**src/rtl/serial_7e1_pkg.sv**
```systemverilog
// Shared definitions for the 7E1 serial link, used by both the receiver and the transmitter.
package serial_7e1_pkg;

   // Clock cycles per bit: 50 MHz / 115200 baud, rounded.
   localparam int DIVISOR_PADRAO = 434;

   // Data bits per frame (7-bit ASCII).
   localparam int LARGURA_DADOS = 7;

   // Receiver state codes, also exported on the debug port.
   typedef enum logic [3:0] {
      INICIAL        = 4'd0,
      VALIDA_INICIO  = 4'd1,
      RECEBE         = 4'd2,
      PARIDADE       = 4'd3,
      PARADA         = 4'd4,
      FINAL          = 4'd5,
      ESPERA_REPOUSO = 4'd6
   } estado_t;

   // Even-parity bit for a data word: the bit that makes the total count of ones even.
   function automatic logic paridade_par(input logic [LARGURA_DADOS-1:0] dados);
      return ^dados;
   endfunction

endpackage

```
**src/rtl/rx_serial_7e1_contador_baud.sv**
```systemverilog
// Baud-rate counter: counts 0..DIVISOR-1 and flags the bit boundary (tick) and the
// half-bit point (meio). Both flags are registered and are high during the cycle whose
// closing edge lands exactly DIVISOR (tick) or DIVISOR/2 (meio) edges after the count
// restarted from zero.
module contador_baud
   import serial_7e1_pkg::*;
#(
   parameter int DIVISOR = DIVISOR_PADRAO
) (
   input  logic clock,
   input  logic reset,
   input  logic zera,
   input  logic conta,
   output logic tick,
   output logic meio
);

   localparam int         HALF     = DIVISOR / 2;
   localparam logic [8:0] CNT_MAX  = 9'(DIVISOR - 1);
   localparam logic [8:0] CNT_MEIO = 9'(HALF - 1);

   logic [8:0] cnt_q;
   logic [8:0] cnt_d;
   logic       tick_q;
   logic       tick_d;
   logic       meio_q;
   logic       meio_d;

   // Next count: clear on zera, otherwise advance and wrap at the end of a bit period.
   always_comb begin
      cnt_d = cnt_q;
      if (zera) begin
         cnt_d = 9'd0;
      end else if (conta) begin
         if (cnt_q == CNT_MAX) begin
            cnt_d = 9'd0;
         end else begin
            cnt_d = cnt_q + 9'd1;
         end
      end else begin
         cnt_d = cnt_q;
      end
      tick_d = (cnt_d == CNT_MAX);
      meio_d = (cnt_d == CNT_MEIO);
   end

   // Count and flag registers.
   always_ff @(posedge clock or negedge reset) begin
      if (!reset) begin
         cnt_q  <= 9'd0;
         tick_q <= 1'b0;
         meio_q <= 1'b0;
      end else begin
         cnt_q  <= cnt_d;
         tick_q <= tick_d;
         meio_q <= meio_d;
      end
   end

   assign tick = tick_q;
   assign meio = meio_q;

endmodule

```
**src/rtl/rx_serial_7e1.sv**
```systemverilog
// 7E1 UART receiver (1 start, 7 data LSB-first, even parity, 1 stop) with a two-flop
// input synchronizer, mid-bit sampling and a guard state that keeps a stuck-low line
// from retriggering frames.
module rx_serial_7e1
   import serial_7e1_pkg::*;
#(
   parameter int DIVISOR = DIVISOR_PADRAO
) (
   input  logic                     clock,
   input  logic                     reset,
   input  logic                     dado_serial,
   output logic [LARGURA_DADOS-1:0] dados_ascii,
   output logic                     pronto,
   output logic                     erro_paridade,
   output logic                     erro_parada,
   output logic [3:0]               db_estado
);

   localparam logic [2:0] ULTIMO_BIT = 3'(LARGURA_DADOS - 1);

   logic                     rx_meta_q;
   logic                     rx_sync_q;
   logic                     rx_s;

   estado_t                  estado_q;
   estado_t                  estado_d;
   logic [LARGURA_DADOS-1:0] shift_q;
   logic [LARGURA_DADOS-1:0] shift_d;
   logic [2:0]               bit_cnt_q;
   logic [2:0]               bit_cnt_d;
   logic [LARGURA_DADOS-1:0] dados_q;
   logic [LARGURA_DADOS-1:0] dados_d;
   logic                     pronto_q;
   logic                     pronto_d;
   logic                     erro_paridade_q;
   logic                     erro_paridade_d;
   logic                     erro_parada_q;
   logic                     erro_parada_d;

   logic                     zera_s;
   logic                     tick_s;
   logic                     meio_s;

   // Two-flop synchronizer; resets to the idle (high) line level.
   always_ff @(posedge clock or negedge reset) begin
      if (!reset) begin
         rx_meta_q <= 1'b1;
         rx_sync_q <= 1'b1;
      end else begin
         rx_meta_q <= dado_serial;
         rx_sync_q <= rx_meta_q;
      end
   end

   assign rx_s = rx_sync_q;

   // The counter is held at zero while the line idles, so the first low cycle seen in
   // INICIAL starts the count and every later sample lands mid-bit.
   contador_baud #(
      .DIVISOR (DIVISOR)
   ) u_contador_baud (
      .clock (clock),
      .reset (reset),
      .zera  (zera_s),
      .conta (1'b1),
      .tick  (tick_s),
      .meio  (meio_s)
   );

   // Frame decoding: next state, shift register, error flags and output updates.
   always_comb begin
      estado_d        = estado_q;
      shift_d         = shift_q;
      bit_cnt_d       = bit_cnt_q;
      dados_d         = dados_q;
      pronto_d        = 1'b0;
      erro_paridade_d = erro_paridade_q;
      erro_parada_d   = erro_parada_q;
      zera_s          = 1'b0;
      case (estado_q)
         INICIAL: begin
            zera_s = rx_s;
            if (!rx_s) begin
               estado_d = VALIDA_INICIO;
            end else begin
               estado_d = INICIAL;
            end
         end
         VALIDA_INICIO: begin
            if (meio_s) begin
               zera_s = 1'b1;
               if (rx_s) begin
                  // Line went back high before mid start bit: a glitch, not a frame.
                  estado_d = INICIAL;
               end else begin
                  erro_paridade_d = 1'b0;
                  erro_parada_d   = 1'b0;
                  shift_d         = '0;
                  bit_cnt_d       = 3'd0;
                  estado_d        = RECEBE;
               end
            end else begin
               estado_d = VALIDA_INICIO;
            end
         end
         RECEBE: begin
            if (tick_s) begin
               shift_d = {rx_s, shift_q[LARGURA_DADOS-1:1]};
               if (bit_cnt_q == ULTIMO_BIT) begin
                  bit_cnt_d = 3'd0;
                  estado_d  = PARIDADE;
               end else begin
                  bit_cnt_d = bit_cnt_q + 3'd1;
                  estado_d  = RECEBE;
               end
            end else begin
               estado_d = RECEBE;
            end
         end
         PARIDADE: begin
            if (tick_s) begin
               erro_paridade_d = paridade_par(shift_q) ^ rx_s;
               estado_d        = PARADA;
            end else begin
               estado_d = PARIDADE;
            end
         end
         PARADA: begin
            if (tick_s) begin
               erro_parada_d = ~rx_s;
               estado_d      = FINAL;
            end else begin
               estado_d = PARADA;
            end
         end
         FINAL: begin
            zera_s   = 1'b1;
            pronto_d = 1'b1;
            dados_d  = shift_q;
            if (erro_parada_q) begin
               estado_d = ESPERA_REPOUSO;
            end else begin
               estado_d = INICIAL;
            end
         end
         ESPERA_REPOUSO: begin
            zera_s = 1'b1;
            if (rx_s) begin
               estado_d = INICIAL;
            end else begin
               estado_d = ESPERA_REPOUSO;
            end
         end
         default: begin
            zera_s   = 1'b1;
            estado_d = INICIAL;
         end
      endcase
   end

   // State and output registers; reset aborts any frame in progress.
   always_ff @(posedge clock or negedge reset) begin
      if (!reset) begin
         estado_q        <= INICIAL;
         shift_q         <= '0;
         bit_cnt_q       <= 3'd0;
         dados_q         <= '0;
         pronto_q        <= 1'b0;
         erro_paridade_q <= 1'b0;
         erro_parada_q   <= 1'b0;
      end else begin
         estado_q        <= estado_d;
         shift_q         <= shift_d;
         bit_cnt_q       <= bit_cnt_d;
         dados_q         <= dados_d;
         pronto_q        <= pronto_d;
         erro_paridade_q <= erro_paridade_d;
         erro_parada_q   <= erro_parada_d;
      end
   end

   assign dados_ascii   = dados_q;
   assign pronto        = pronto_q;
   assign erro_paridade = erro_paridade_q;
   assign erro_parada   = erro_parada_q;
   assign db_estado     = estado_q;

endmodule

```
**config.mk**
```make
export PLATFORM = sky130hd
export DESIGN_NAME = rx_serial_7e1
export DESIGN_NICKNAME = d
export VERILOG_FILES = /design/src/rtl/serial_7e1_pkg.sv /design/src/rtl/rx_serial_7e1_contador_baud.sv /design/src/rtl/rx_serial_7e1.sv
export SDC_FILE = /design/constraint.sdc
export NUM_CORES = 1
export LEC_CHECK = 0
export CORE_MARGIN = 2
export CORE_UTILIZATION = 51
export CTS_CLUSTER_DIAMETER = 150
export DETAILED_ROUTE_END_ITERATION = 7
export PLACE_DENSITY = 0.76
export SLEW_MARGIN = 20
export SYNTH_ARGS = -nofsm -noshare
export SYNTH_HDL_FRONTEND = slang
export SYNTH_SLANG_ARGS = --single-unit
```
**constraint.sdc**
```tcl
create_clock -name clock -period 2.08 [get_ports clock]
set_clock_uncertainty 0.2 [all_clocks]
set_input_delay 0.52 -clock clock [delete_from_list [all_inputs] [get_ports clock]]
set_output_delay 0.52 -clock clock [all_outputs]
set_load 0.005 [all_outputs]
```
==> run_results.csv <==
group,metric,value,unit
sta,finalSetupTns,0,ns
sta,finalCritPeriodShare,0.9629,
clocking,path_clk_slew,0.11,ns
sta,drv_slew,0,
worst_hold_path,min_path_cells,0,
die,initial_core_util,0.5397,
grt,grt_use_met1,0.2718,
synth,ys_types,51,
route,drc,0,
critical_path,r2r_setup_slack,0.11,ns
synth,async_flop_share,1.000,
clocking,hold_buffers,0,
synth,synthFlopType,"dfrtp_1",
pwr,powerDensity,559.2,nW/um^2
synth,syn-cell-area,1829,sq um
sta,whs,0.1553,ns
synth,synthCells,178,
sta,max_freq,0.4993,GHz
outcome,status,"complete, no violations",
critical_path,cp-end-kind,"output port",
synth,synth_compound_area_frac,0.1375,
clocking,cts-root-buf,"clkbuf_4",
synth,syn_nets,183,
clocking,cts_tree,"yes",
route,via_count,1368,
final_layout,final_common_cell,"dfrtp_1",
synth,synthMuxAreaShare,0.05472,
clocking,worst_skew_pair.late_latency,0.34,ns
grt,grt_max_degree,37,
pwr,vdd_drop_max,0.5908,mV
synth,syn_avg_cell_area,10.28,sq um
critical_path,cp_max_fo,8,
critical_path,path_cells,"clkdlybuf4s50_1",
sta,rsz0062_at_grt,"no",
route,routed_wl,3.543,mm
synth,ys_ff_latch,36,
die,coreArea,3390,sq um
synth,ys_warn_count,0,
grt,grt-ovfl-total,0,
critical_path,rr_startpoint,"rx_s",
final_layout,utilization,0.6349,
clocking,clock_path_buffers,2,
grt,top_usage_layer,"met2",
critical_path,critPathLaunchType,"flop",
synth,seq_area_frac_synth,0.4938,
pwr,pwr-share-comb,0.020,
pwr,internal_power,0.9642,mW
pwr,p_leak,0.9361,nW
synth,synth_top_cell_by_area,"dfrtp_1",
grt,use_met2,0.2956,
final_layout,fillers,249,
route,via_per_inst,5.516,
grt,antenna_found_initial,0,
critical_path,slowest_delay,0.52,ns
sta,layout_min_cycle_time,2.003,ns
pwr,p_seq_frac,0.587,
synth,synth_edf_count,0,
route,drt-initial-drc-count,127,
die,std_cell_rows,21,
synth,synth-simple-area-share,0.1990,
grt,grt_pass1_wl,6.051,mm
final_layout,fin_nets,206,
die,die_w,63.89,um
route,ant_nets,0,
critical_path,required,1.36,ns
grt,grtUsageMet3,0.03873,
critical_path,r2r_end,"u_contador_baud.tick",
placed_design,hpwl,2.449,mm
die,ioPinCount,17,
pwr,switching_share,0.1988,
placed_design,io_buffers,15,
synth,synth_area_leaders,"dfrtp_1 47%, mux2_2 4.9%, nand2_1 4.7%, xnor2_1 4.3%, o21ai_0 4.1%",
synth,yosys.area_share.adder,0.01368,
critical_path,reg2reg_depth,4,
sta,worst_slack,0.07722,ns
clocking,clkSinkCount,36,
critical_path,cp_slowest_cell,"clkdlybuf4s50_1",
die,dieArea,4082,sq um
critical_path,critical_path_class,"flop to output port",
worst_hold_path,hold_class,"flop to flop",
synth,synth_top_area_frac,0.4651,
critical_path,worstPathArrival,1.28,ns
clocking,cts-buffers-inserted,5,
final_layout,drive_above_1_share,0.1980,
job,maxCapViolations,0,
synth,synth_top_family_by_area,"simple AND/OR/NAND/NOR gates",
final_layout,final_cell_mix,"30 x dfrtp_1, 23 x nand2_1, 15 x o21ai_0, 15 x clkdlybuf4s50_1",
placed_design,dp_cells,238,
final_layout,final_cells,248,
sta,finalHoldViolCount,0,
pwr,clkPwrFrac,0.393,
grt,grt_pass1_vias,1319,
route,drtPass1Iterations,4,
worst_hold_path,min_from,"rx_meta_q",
sta,finalSetupViolations,0,
route,wl_per_cell,14.29,um
critical_path,cp_top_family,"buffers and inverters",
final_layout,n_antenna_cell,0,
critical_path,crit_buf_inv,1,
placed_design,post-place-ws,0.1697,ns
clocking,cts_max_level,2,
die,fp.dieH,63.89,um
pwr,p_sw,0.2393,mW
final_layout,areaGrowthSynthToFinish,17.65,%
synth,synth_xor_area_frac,0.05746,
worst_hold_path,hold_end,"rx_s",
grt,grt_usage,0.1953,
placed_design,gp_congestion,0.9129,
==> metrics by stage <==
step	power [mW]	instance area (sq um)
6_report	1.203	2152
5_1_grt	1.252	2152
4_1_cts	1.223	2151
3_5_place_dp	0.7455	2056
3_3_place_gp	0.7450	2056
2_1_floorplan	0.7241	1829
==> power by group through the flow <==
stage                     sequential (mW)  clock, mW  combinational [mW]
final                               0.706      0.473              0.0245
after global routing                0.707      0.517              0.0285
after CTS                           0.706      0.491              0.0260
after detailed placement            0.719          0              0.0262
after global placement              0.719          0              0.0256
after floorplan                     0.717          0             0.00704
==> flip-flops by register name (all words and copies together) (netlist names) <==
| signal | count |
|---|---|
| u_contador_baud.cnt_q | 9 |
| shift_q | 7 |
| db_estado | 3 |
| rx_s | 1 |
| pronto | 1 |
| bit_cnt_q | 3 |
| u_contador_baud.meio | 1 |
| erro_parada | 1 |
| rx_meta_q | 1 |
| dados_ascii | 7 |
| u_contador_baud.tick | 1 |
| erro_paridade | 1 |
==> cells by family (layout without fill, tap and decap cells) <==
family          Yosys count  count (layout)
fa+ha+maj                 2               2
flops                    36              36
compound gates           39              39
mux                       9               9
simple gates             64              64
other cells               1               1
buf+inv                  15              39
xor+xnor                 12              12
==> per-layer routing <==
layer	vias to the layer above	wire (um)
met3	2	140
met1	651	1698
met2	36	1681
met4	0	23
met5	-	0
li1	679	-
==> cell usage after synthesis, drive strengths merged (2+ instances only) <==
cell type,count
nor4,2
nand2b,2
nor3b,4
o22ai,2
buf,7
mux2,8
nor4b,2
a221o,2
and3,2
xor2,3
ha,2
a21oi,7
dfstp,2
nand3,5
o21ai,15
nand2,23
nor2,6
o211ai,2
dfrtp,34
nor2b,3
a22oi,2
inv,6
nand4,4
and2,3
xnor2,9
clkbuf,2
==> worst max path at each step <==
stage                             start              endpoint  cells after the start
2_1_floorplan                      rx_s  u_contador_baud.tick                      5
3_3_place_gp                       rx_s  u_contador_baud.tick                      4
3_5_place_dp   u_contador_baud.cnt_q[0]  u_contador_baud.meio                      5
4_1_cts                    db_estado[2]          db_estado[2]                      1
5_1_grt                            rx_s  u_contador_baud.tick                      4
6_report                   db_estado[2]          db_estado[2]                      1
==> timing repair <==
action | in CTS | in global routing
hold endpoints to repair | 0 | 0
setup endpoints to repair | 3 | 1
pin swaps | 0 | 0
gates resized for setup | 3 | 1
buffers inserted | 2 | 0
gates cloned | 0 | 0
==> final cells by class <==
| type | count | area, sq um | area share |
|---|---|---|---|
| inverters | 6 | 22.52 | 0.01047 |
| well taps | 46 | 57.56 | 0.02674 |
| multi-input cells | 127 | 849.6 | 0.3948 |
| repair buffers | 25 | 237.7 | 0.1105 |
| clock buffers | 6 | 41.29 | 0.01919 |
| clock inverters | 2 | 35.03 | 0.01628 |
| flip-flops and latches | 36 | 908.4 | 0.4221 |
Note: power is estimated with default switching activity, not from simulation.
